===== src/rtl/write_channel_pkg.sv =====
// Shared AXI4 definitions for the DMA read and write channels.
package write_channel_pkg;

  typedef enum logic [1:0] {
    BurstFixed = 2'b00,
    BurstIncr  = 2'b01,
    BurstWrap  = 2'b10
  } axi_burst_e;

  typedef enum logic [1:0] {
    RespOkay   = 2'b00,
    RespExokay = 2'b01,
    RespSlverr = 2'b10,
    RespDecerr = 2'b11
  } axi_resp_e;

  // Normal non-cacheable bufferable.
  localparam logic [3:0] AxiCacheNormalNcBuf = 4'b0011;
  localparam logic [2:0] AxiProtDefault      = 3'b000;

endpackage


===== src/rtl/axis_reg_slice.sv =====
// Two-entry zero-bubble register slice. Upstream ready is registered, so it
// never depends combinationally on downstream ready.
module axis_reg_slice #(
  parameter int unsigned DataWidth = 8
) (
  input  logic                 i_clk,
  input  logic                 i_rst,
  input  logic                 i_valid,
  output logic                 o_ready,
  input  logic [DataWidth-1:0] i_data,
  output logic                 o_valid,
  input  logic                 i_ready,
  output logic [DataWidth-1:0] o_data
);

  logic                 r_out_valid;
  logic [DataWidth-1:0] r_out_data;
  logic                 r_skid_valid;
  logic [DataWidth-1:0] r_skid_data;

  assign o_ready = ~r_skid_valid;
  assign o_valid = r_out_valid;
  assign o_data  = r_out_data;

  // Output stage reloads when empty or draining; otherwise an incoming beat parks in the skid.
  always_ff @(posedge i_clk or posedge i_rst) begin
    if (i_rst) begin
      r_out_valid  <= 1'b0;
      r_out_data   <= '0;
      r_skid_valid <= 1'b0;
      r_skid_data  <= '0;
    end else if (!r_out_valid || i_ready) begin
      if (r_skid_valid) begin
        r_out_valid  <= 1'b1;
        r_out_data   <= r_skid_data;
        r_skid_valid <= 1'b0;
      end else begin
        r_out_valid <= i_valid;
        if (i_valid) r_out_data <= i_data;
      end
    end else if (i_valid && !r_skid_valid) begin
      r_skid_valid <= 1'b1;
      r_skid_data  <= i_data;
    end
  end

endmodule


===== src/rtl/write_channel.sv =====
// Single-burst AXI4 write engine: stream in, one INCR burst out, B response collected.
module write_channel
  import write_channel_pkg::*;
#(
  parameter int unsigned DMA_DATA_WIDTH_DST = 64,
  parameter int unsigned DMA_AXI_ADDR_WIDTH = 32
) (
  input  logic                            m_axi_aclk,
  input  logic                            m_axi_areset,
  output logic [DMA_AXI_ADDR_WIDTH-1:0]   m_s2mm_axi_awaddr,
  output logic [1:0]                      m_s2mm_axi_awburst,
  output logic [3:0]                      m_s2mm_axi_awcache,
  output logic [7:0]                      m_s2mm_axi_awlen,
  output logic [2:0]                      m_s2mm_axi_awprot,
  output logic [2:0]                      m_s2mm_axi_awsize,
  output logic                            m_s2mm_axi_awvalid,
  input  logic                            m_s2mm_axi_awready,
  output logic [DMA_DATA_WIDTH_DST-1:0]   m_s2mm_axi_wdata,
  output logic [DMA_DATA_WIDTH_DST/8-1:0] m_s2mm_axi_wstrb,
  output logic                            m_s2mm_axi_wlast,
  output logic                            m_s2mm_axi_wvalid,
  input  logic                            m_s2mm_axi_wready,
  input  logic [1:0]                      m_s2mm_axi_bresp,
  input  logic                            m_s2mm_axi_bvalid,
  output logic                            m_s2mm_axi_bready,
  input  logic [DMA_DATA_WIDTH_DST-1:0]   s_s2mm_axis_tdata,
  input  logic                            s_s2mm_axis_tvalid,
  input  logic                            s_s2mm_axis_tlast,
  output logic                            s_s2mm_axis_tready,
  input  logic                            write_start_i,
  input  logic [DMA_AXI_ADDR_WIDTH-1:0]   write_addr_i,
  input  logic [7:0]                      write_len_i,
  input  logic [2:0]                      write_size_i,
  output logic                            write_busy_o,
  output logic [1:0]                      write_resp_o,
  output logic                            write_err_o
);

  localparam int unsigned StrbWidth  = DMA_DATA_WIDTH_DST / 8;
  localparam int unsigned SliceWidth = DMA_DATA_WIDTH_DST + StrbWidth + 1;

  typedef enum logic [1:0] {StIdle, StBurst, StResp} state_e;

  state_e                          r_state, w_state_next;
  logic                            r_start_q;
  logic [DMA_AXI_ADDR_WIDTH-1:0]   r_addr;
  logic [7:0]                      r_len;
  logic [2:0]                      r_size;
  logic [7:0]                      r_beat_cnt;
  logic                            r_aw_done;
  logic                            r_pad;
  logic                            r_push_done;
  logic                            r_err;
  logic [1:0]                      r_resp;
  logic                            w_start;
  logic                            w_in_burst;
  logic                            w_aw_hs;
  logic                            w_w_hs;
  logic                            w_b_hs;
  logic                            w_push_valid;
  logic                            w_push_ready;
  logic                            w_push;
  logic                            w_push_last;
  logic [SliceWidth-1:0]           w_push_data;
  logic [SliceWidth-1:0]           w_slice_data;

  assign w_start = write_start_i & ~r_start_q & (r_state == StIdle);
  assign w_aw_hs = m_s2mm_axi_awvalid & m_s2mm_axi_awready;
  assign w_w_hs  = m_s2mm_axi_wvalid & m_s2mm_axi_wready;
  assign w_b_hs  = m_s2mm_axi_bvalid & m_s2mm_axi_bready;

  assign m_s2mm_axi_awaddr  = r_addr;
  assign m_s2mm_axi_awlen   = r_len;
  assign m_s2mm_axi_awsize  = r_size;
  assign m_s2mm_axi_awburst = BurstIncr;
  assign m_s2mm_axi_awcache = AxiCacheNormalNcBuf;
  assign m_s2mm_axi_awprot  = AxiProtDefault;
  assign m_s2mm_axi_awvalid = write_busy_o & ~r_aw_done;

  // Beats are counted as they enter the slice; order matches the W handshakes.
  assign w_push_last  = (r_beat_cnt == r_len);
  assign w_push_valid = w_in_burst & ~r_push_done & (r_pad | s_s2mm_axis_tvalid);
  assign w_push       = w_push_valid & w_push_ready;
  assign s_s2mm_axis_tready = w_in_burst & ~r_push_done & ~r_pad & w_push_ready;
  assign w_push_data  = r_pad ? {{DMA_DATA_WIDTH_DST{1'b0}}, {StrbWidth{1'b0}}, w_push_last}
                              : {s_s2mm_axis_tdata, {StrbWidth{1'b1}}, w_push_last};

  assign {m_s2mm_axi_wdata, m_s2mm_axi_wstrb, m_s2mm_axi_wlast} = w_slice_data;
  assign write_resp_o = r_resp;
  assign write_err_o  = r_err;

  axis_reg_slice #(
    .DataWidth(SliceWidth)
  ) u_slice (
    .i_clk   (m_axi_aclk),
    .i_rst   (m_axi_areset),
    .i_valid (w_push_valid),
    .o_ready (w_push_ready),
    .i_data  (w_push_data),
    .o_valid (m_s2mm_axi_wvalid),
    .i_ready (m_s2mm_axi_wready),
    .o_data  (w_slice_data)
  );

  // State register.
  always_ff @(posedge m_axi_aclk or posedge m_axi_areset) begin
    if (m_axi_areset) r_state <= StIdle;
    else              r_state <= w_state_next;
  end

  // Next state and state-decoded outputs.
  always_comb begin
    w_state_next      = r_state;
    w_in_burst        = 1'b0;
    write_busy_o      = 1'b0;
    m_s2mm_axi_bready = 1'b0;
    unique case (r_state)
      StIdle: begin
        if (w_start) w_state_next = StBurst;
      end
      StBurst: begin
        w_in_burst   = 1'b1;
        write_busy_o = 1'b1;
        if (w_w_hs && m_s2mm_axi_wlast) w_state_next = StResp;
      end
      StResp: begin
        write_busy_o      = 1'b1;
        m_s2mm_axi_bready = 1'b1;
        if (w_b_hs) w_state_next = StIdle;
      end
      default: w_state_next = StIdle;
    endcase
  end

  // Command latch, beat count, padding and error tracking.
  always_ff @(posedge m_axi_aclk or posedge m_axi_areset) begin
    if (m_axi_areset) begin
      r_start_q   <= 1'b0;
      r_addr      <= '0;
      r_len       <= '0;
      r_size      <= '0;
      r_beat_cnt  <= '0;
      r_aw_done   <= 1'b0;
      r_pad       <= 1'b0;
      r_push_done <= 1'b0;
      r_err       <= 1'b0;
      r_resp      <= RespOkay;
    end else begin
      r_start_q <= write_start_i;
      if (w_start) begin
        r_addr      <= write_addr_i;
        r_len       <= write_len_i;
        r_size      <= write_size_i;
        r_beat_cnt  <= '0;
        r_aw_done   <= 1'b0;
        r_pad       <= 1'b0;
        r_push_done <= 1'b0;
        r_err       <= 1'b0;
      end else begin
        if (w_aw_hs) r_aw_done <= 1'b1;
        if (w_push) begin
          r_beat_cnt <= r_beat_cnt + 8'd1;
          if (w_push_last) begin
            r_push_done <= 1'b1;
            if (!r_pad && !s_s2mm_axis_tlast) r_err <= 1'b1;
          end else if (!r_pad && s_s2mm_axis_tlast) begin
            // Stream ended early: pad the rest of the burst with null beats.
            r_err <= 1'b1;
            r_pad <= 1'b1;
          end
        end
      end
      if (w_b_hs) r_resp <= m_s2mm_axi_bresp;
    end
  end

endmodule


===== config.mk =====
export PLATFORM = sky130hd
export DESIGN_NAME = write_channel
export DESIGN_NICKNAME = d
export VERILOG_FILES = /design/src/rtl/write_channel_pkg.sv /design/src/rtl/axis_reg_slice.sv /design/src/rtl/write_channel.sv
export SDC_FILE = /design/constraint.sdc
export NUM_CORES = 1
export LEC_CHECK = 0
export ABC_AREA = 1
export CAP_MARGIN = 40
export CORE_MARGIN = 3
export CORE_UTILIZATION = 42
export DETAILED_ROUTE_END_ITERATION = 16
export PLACE_DENSITY = 0.66
export SYNTH_ARGS = -nofsm -noshare
export SYNTH_HDL_FRONTEND = slang
export SYNTH_HIERARCHICAL = 1
export SYNTH_SLANG_ARGS = --single-unit

===== constraint.sdc =====
create_clock -name m_axi_aclk -period 6.2 [get_ports m_axi_aclk]
set_input_delay 1.55 -clock m_axi_aclk [delete_from_list [all_inputs] [get_ports m_axi_aclk]]
set_output_delay 1.55 -clock m_axi_aclk [all_outputs]
set_load 0.02 [all_outputs]

==> flow_summary.json <==
{
  "vdd_drop_max_uv": 229,
  "maxCapViolCount": 0,
  "slew_violations": 0,
  "die_width_um": 160,
  "wirelength_um": 26600,
  "num_antenna_cells": 0,
  "core_area_sq_um": 23100,
  "holdBufCountCts": 0,
  "period_needed_ps": 3770,
  "max_slew_margin": 0.418,
  "cpPeakStageDelay_ps": 660,
  "yosys.area.top_type": "dfrtp_1",
  "rsz0062_at_grt": "false",
  "gp_congestion": 0.779,
  "cp_slowest_cell": "clkdlybuf4s50_1",
  "n_fill_cell": 2197,
  "hold-path-endpoint": "u_slice/r_skid_data[37]$_DFFE_PP0P_",
  "cts-root-buf": "clkbuf_16",
  "final_hold_viol_count": 0,
  "fin_crit_sh": 0.607,
  "clock_latency_ps": 510,
  "via_count": 8940,
  "fin_nets": 1700,
  "numClockSinks": 208,
  "syn_area_per_cell_sq_um": 7.30,
  "min_path_cells": 2,
  "p_per_area_nw_per_um2": 486,
  "skew_ps": 9.24,
  "routedWlPerCell_um": 13.9,
  "chipHeight_um": 160,
  "cts_buffer_depth": 3,
  "hp-class": "flop to flop",
  "min_from": "u_slice/r_skid_data[37]$_DFFE_PP0P_",
  "drt-initial-drc-count": 602,
  "cts_buffers": 24,
  "yosys-top-cells-area": "dfrtp_1 (52%), nand2_1 (28%), nand3_1 (4.0%)",
  "crit_fanout": 5,
  "setup_slack_ps": 2430,
  "setup-tns-final_ps": 0,
  "clk_transition_reported_paths_ps": 60,
  "r2r_end": "u_slice/o_data[69]$_DFFE_PP0P_",
  "multi_input_area_sq_um": 4010,
  "yosysMostFrequentCell": "nand2_1",
  "cts_tree": "built",
  "postCtsSetupRepairBufs": 0,
  "crit_path_end_kind": "output pin",
  "synth_top_cell_area_share": 0.520,
  "setup_viol": 0,
  "grt_pass1_wl_um": 44900,
  "area_growth_pct": 32.5,
  "start_kind": "flop",
  "worst_ep_arrival_time_ps": 2220,
  "final_layout_size_suffix_gt1_frac": 0.0508,
  "grt_max_degree": 84,
  "yosysWarnings": 6,
  "worstSetupPathType": "flop to output pin",
  "rows": 55,
  "die-area_sq_um": 25700,
  "grt_overflow": 0,
  "synth-seq-area-share": 0.520,
  "netlist_top_cells_count": "nand2_1 (759), dfrtp_1 (208), inv_1 (95)",
  "worst_pin_slew_ps": 874,
  "cp_top_family": "buffers and inverters",
  "cp_data_required_time_ps": 4650,
  "initial_core_util": 0.434,
  "cp_cell_sequence": "inv_1 > ha_1 > inv_2 > nor2_4 > nand2_1 > nor2_1 > clkdlybuf4s50_1",
  "synthArstFlopShare": 1.00,
  "r2r_cells": 8,
  "synthFlopType": "dfrtp_1",
  "first_global_vias": 8920,
  "seqCellArea_sq_um": 5210,
  "io_pins": 250,
  "syn_inst": 1370,
  "synth_edf_count": 0,
  "outcome": "completed",
  "post-place-ws_ps": 2230,
  "dp_hpwl_um": 17000,
  "numPortBuffers": 240,
  "grt_use_total": 0.208,
  "htree_levels": 1,
  "first_pass_iters": 5,
  "cp.buffers_inverters": 3,
  "fmax_mhz": 266,
  "viasPerCell": 4.69,
  "drc": 0,
  "synth-seq-cells": 208,
  "postRouteAntennaNets": 0,
  "ctsResizeCount": 0,
  "rrSetupSlack_ps": 3460,
  "synth_cell_type_count": 30,
  "antenna_found_initial": 0,
  "power.leakage_nw": 7.16,
  "rr_startpoint": "r_pad$_DFFE_PP0P_",
  "netlist_area_sq_um": 10000
}
-- per-layer routing --
metal	share of wire	global-route usage	vias to the layer above
li1	-	-	4496
met1	0.43	0.264	4115
met2	0.47	0.350	294
met3	0.086	0.0645	35
met4	0.019	0.0465	0
met5	0	0	-
-- state kept, by name, summed over array words and instances, names as in the netlist, 2 cells and up --
signal               count
u_slice/o_data          73
m_s2mm_axi_awlen         8
u_slice/r_skid_data     73
m_s2mm_axi_awsize        3
r_state                  2
m_s2mm_axi_awaddr       32
write_resp_o             2
r_beat_cnt               8
-- layout make-up --
type	count	area share
Multi-Input combinational cell	986	0.303
Timing Repair Buffer	254	0.191
Tap cell	313	0.0295
Inverter	103	0.0295
Sequential cell	208	0.393
Clock buffer	35	0.0523
Clock inverter	7	0.00264
-- logic make-up (layout without fill, tap and decap cells) --
family | after synthesis | in the layout | synth area share
compound gates | 25 | 25 | 0.0146
xor+xnor | 2 | 2 | 0.00175
fa+ha+maj | 6 | 6 | 0.00750
buf+inv | 183 | 399 | 0.0833
flops | 208 | 208 | 0.520
mux | 2 | 2 | 0.00225
other cells | 2 | 9 | 0.000750
simple gates | 942 | 942 | 0.370
-- report_power, final --
group          internal (mW)  leakage [nW]  switching, mW  total, mW
registers               1.92          2.68          0.331       2.25
clock network          0.770         0.365          0.537       1.31
logic                   1.12          4.11           1.77       2.89
total                   3.81          7.16           2.64       6.44
-- per-stage QoR --
stage               power, mW  instance area, sq um  hold slack, ps  std cells   util
floorplan                4.04                 10000             442       1377      -
global placement         5.13                 12500             453       1862  0.542
detailed placement       5.18                 12500             458       1864  0.544
CTS                      6.54                 13300             473       1906  0.575
global route             6.97                 13300             482       1906  0.575
finish                   6.44                 13300             469       1906  0.575
-- worst register-to-register path: cells and delay by family (launching register included) --
family / cells / cell delay (ps)
flip-flops: 1 / 350
AO/OA/AOI/OAI: 1 / 200
buffers and inverters: 3 / 1300
AND/OR/NAND/NOR: 4 / 830
-- how the worst max path moves through the flow --
| stage | slack [ps] | cells past startpoint | startpoint | endpoint |
|---|---|---|---|---|
| 3_3_place_gp | 2290 | 7 | m_s2mm_axi_wready | u_slice/o_data[55]$_DFFE_PP0P_ |
| 5_1_grt | 2230 | 7 | r_state[1]$_DFFE_PP0P_ | s_s2mm_axis_tready |
| 2_1_floorplan | 670 | 1 | m_axi_areset | u_slice/o_data[0]$_DFFE_PP0P_ |
| 4_1_cts | 2360 | 7 | r_state[1]$_DFFE_PP0P_ | s_s2mm_axis_tready |
| 3_5_place_dp | 2230 | 7 | m_s2mm_axi_wready | u_slice/o_data[62]$_DFFE_PP0P_ |
| 6_report | 2430 | 7 | r_state[1]$_DFFE_PP0P_ | s_s2mm_axis_tready |
-- placed cells by master (no fill, tap or decap), drive strengths merged --
cell | netlist | layout
nand2 | 762 | 762
clkdlybuf4s50 | 0 | 240
dfrtp | 208 | 208
inv | 103 | 103
nor2 | 91 | 91
nand3 | 81 | 81
clkbuf | 6 | 35
o21ai | 17 | 17
buf | 74 | 14
conb | 2 | 9
clkinv | 0 | 7
ha | 6 | 6
a21oi | 5 | 5
nor3 | 4 | 4
mux2 | 2 | 2
or2 | 2 | 2
nand4 | 2 | 2
o211ai | 2 | 2
xnor2 | 1 | 1
o21a | 1 | 1
xor2 | 1 | 1
Note: power is estimated with default switching activity, not from simulation.
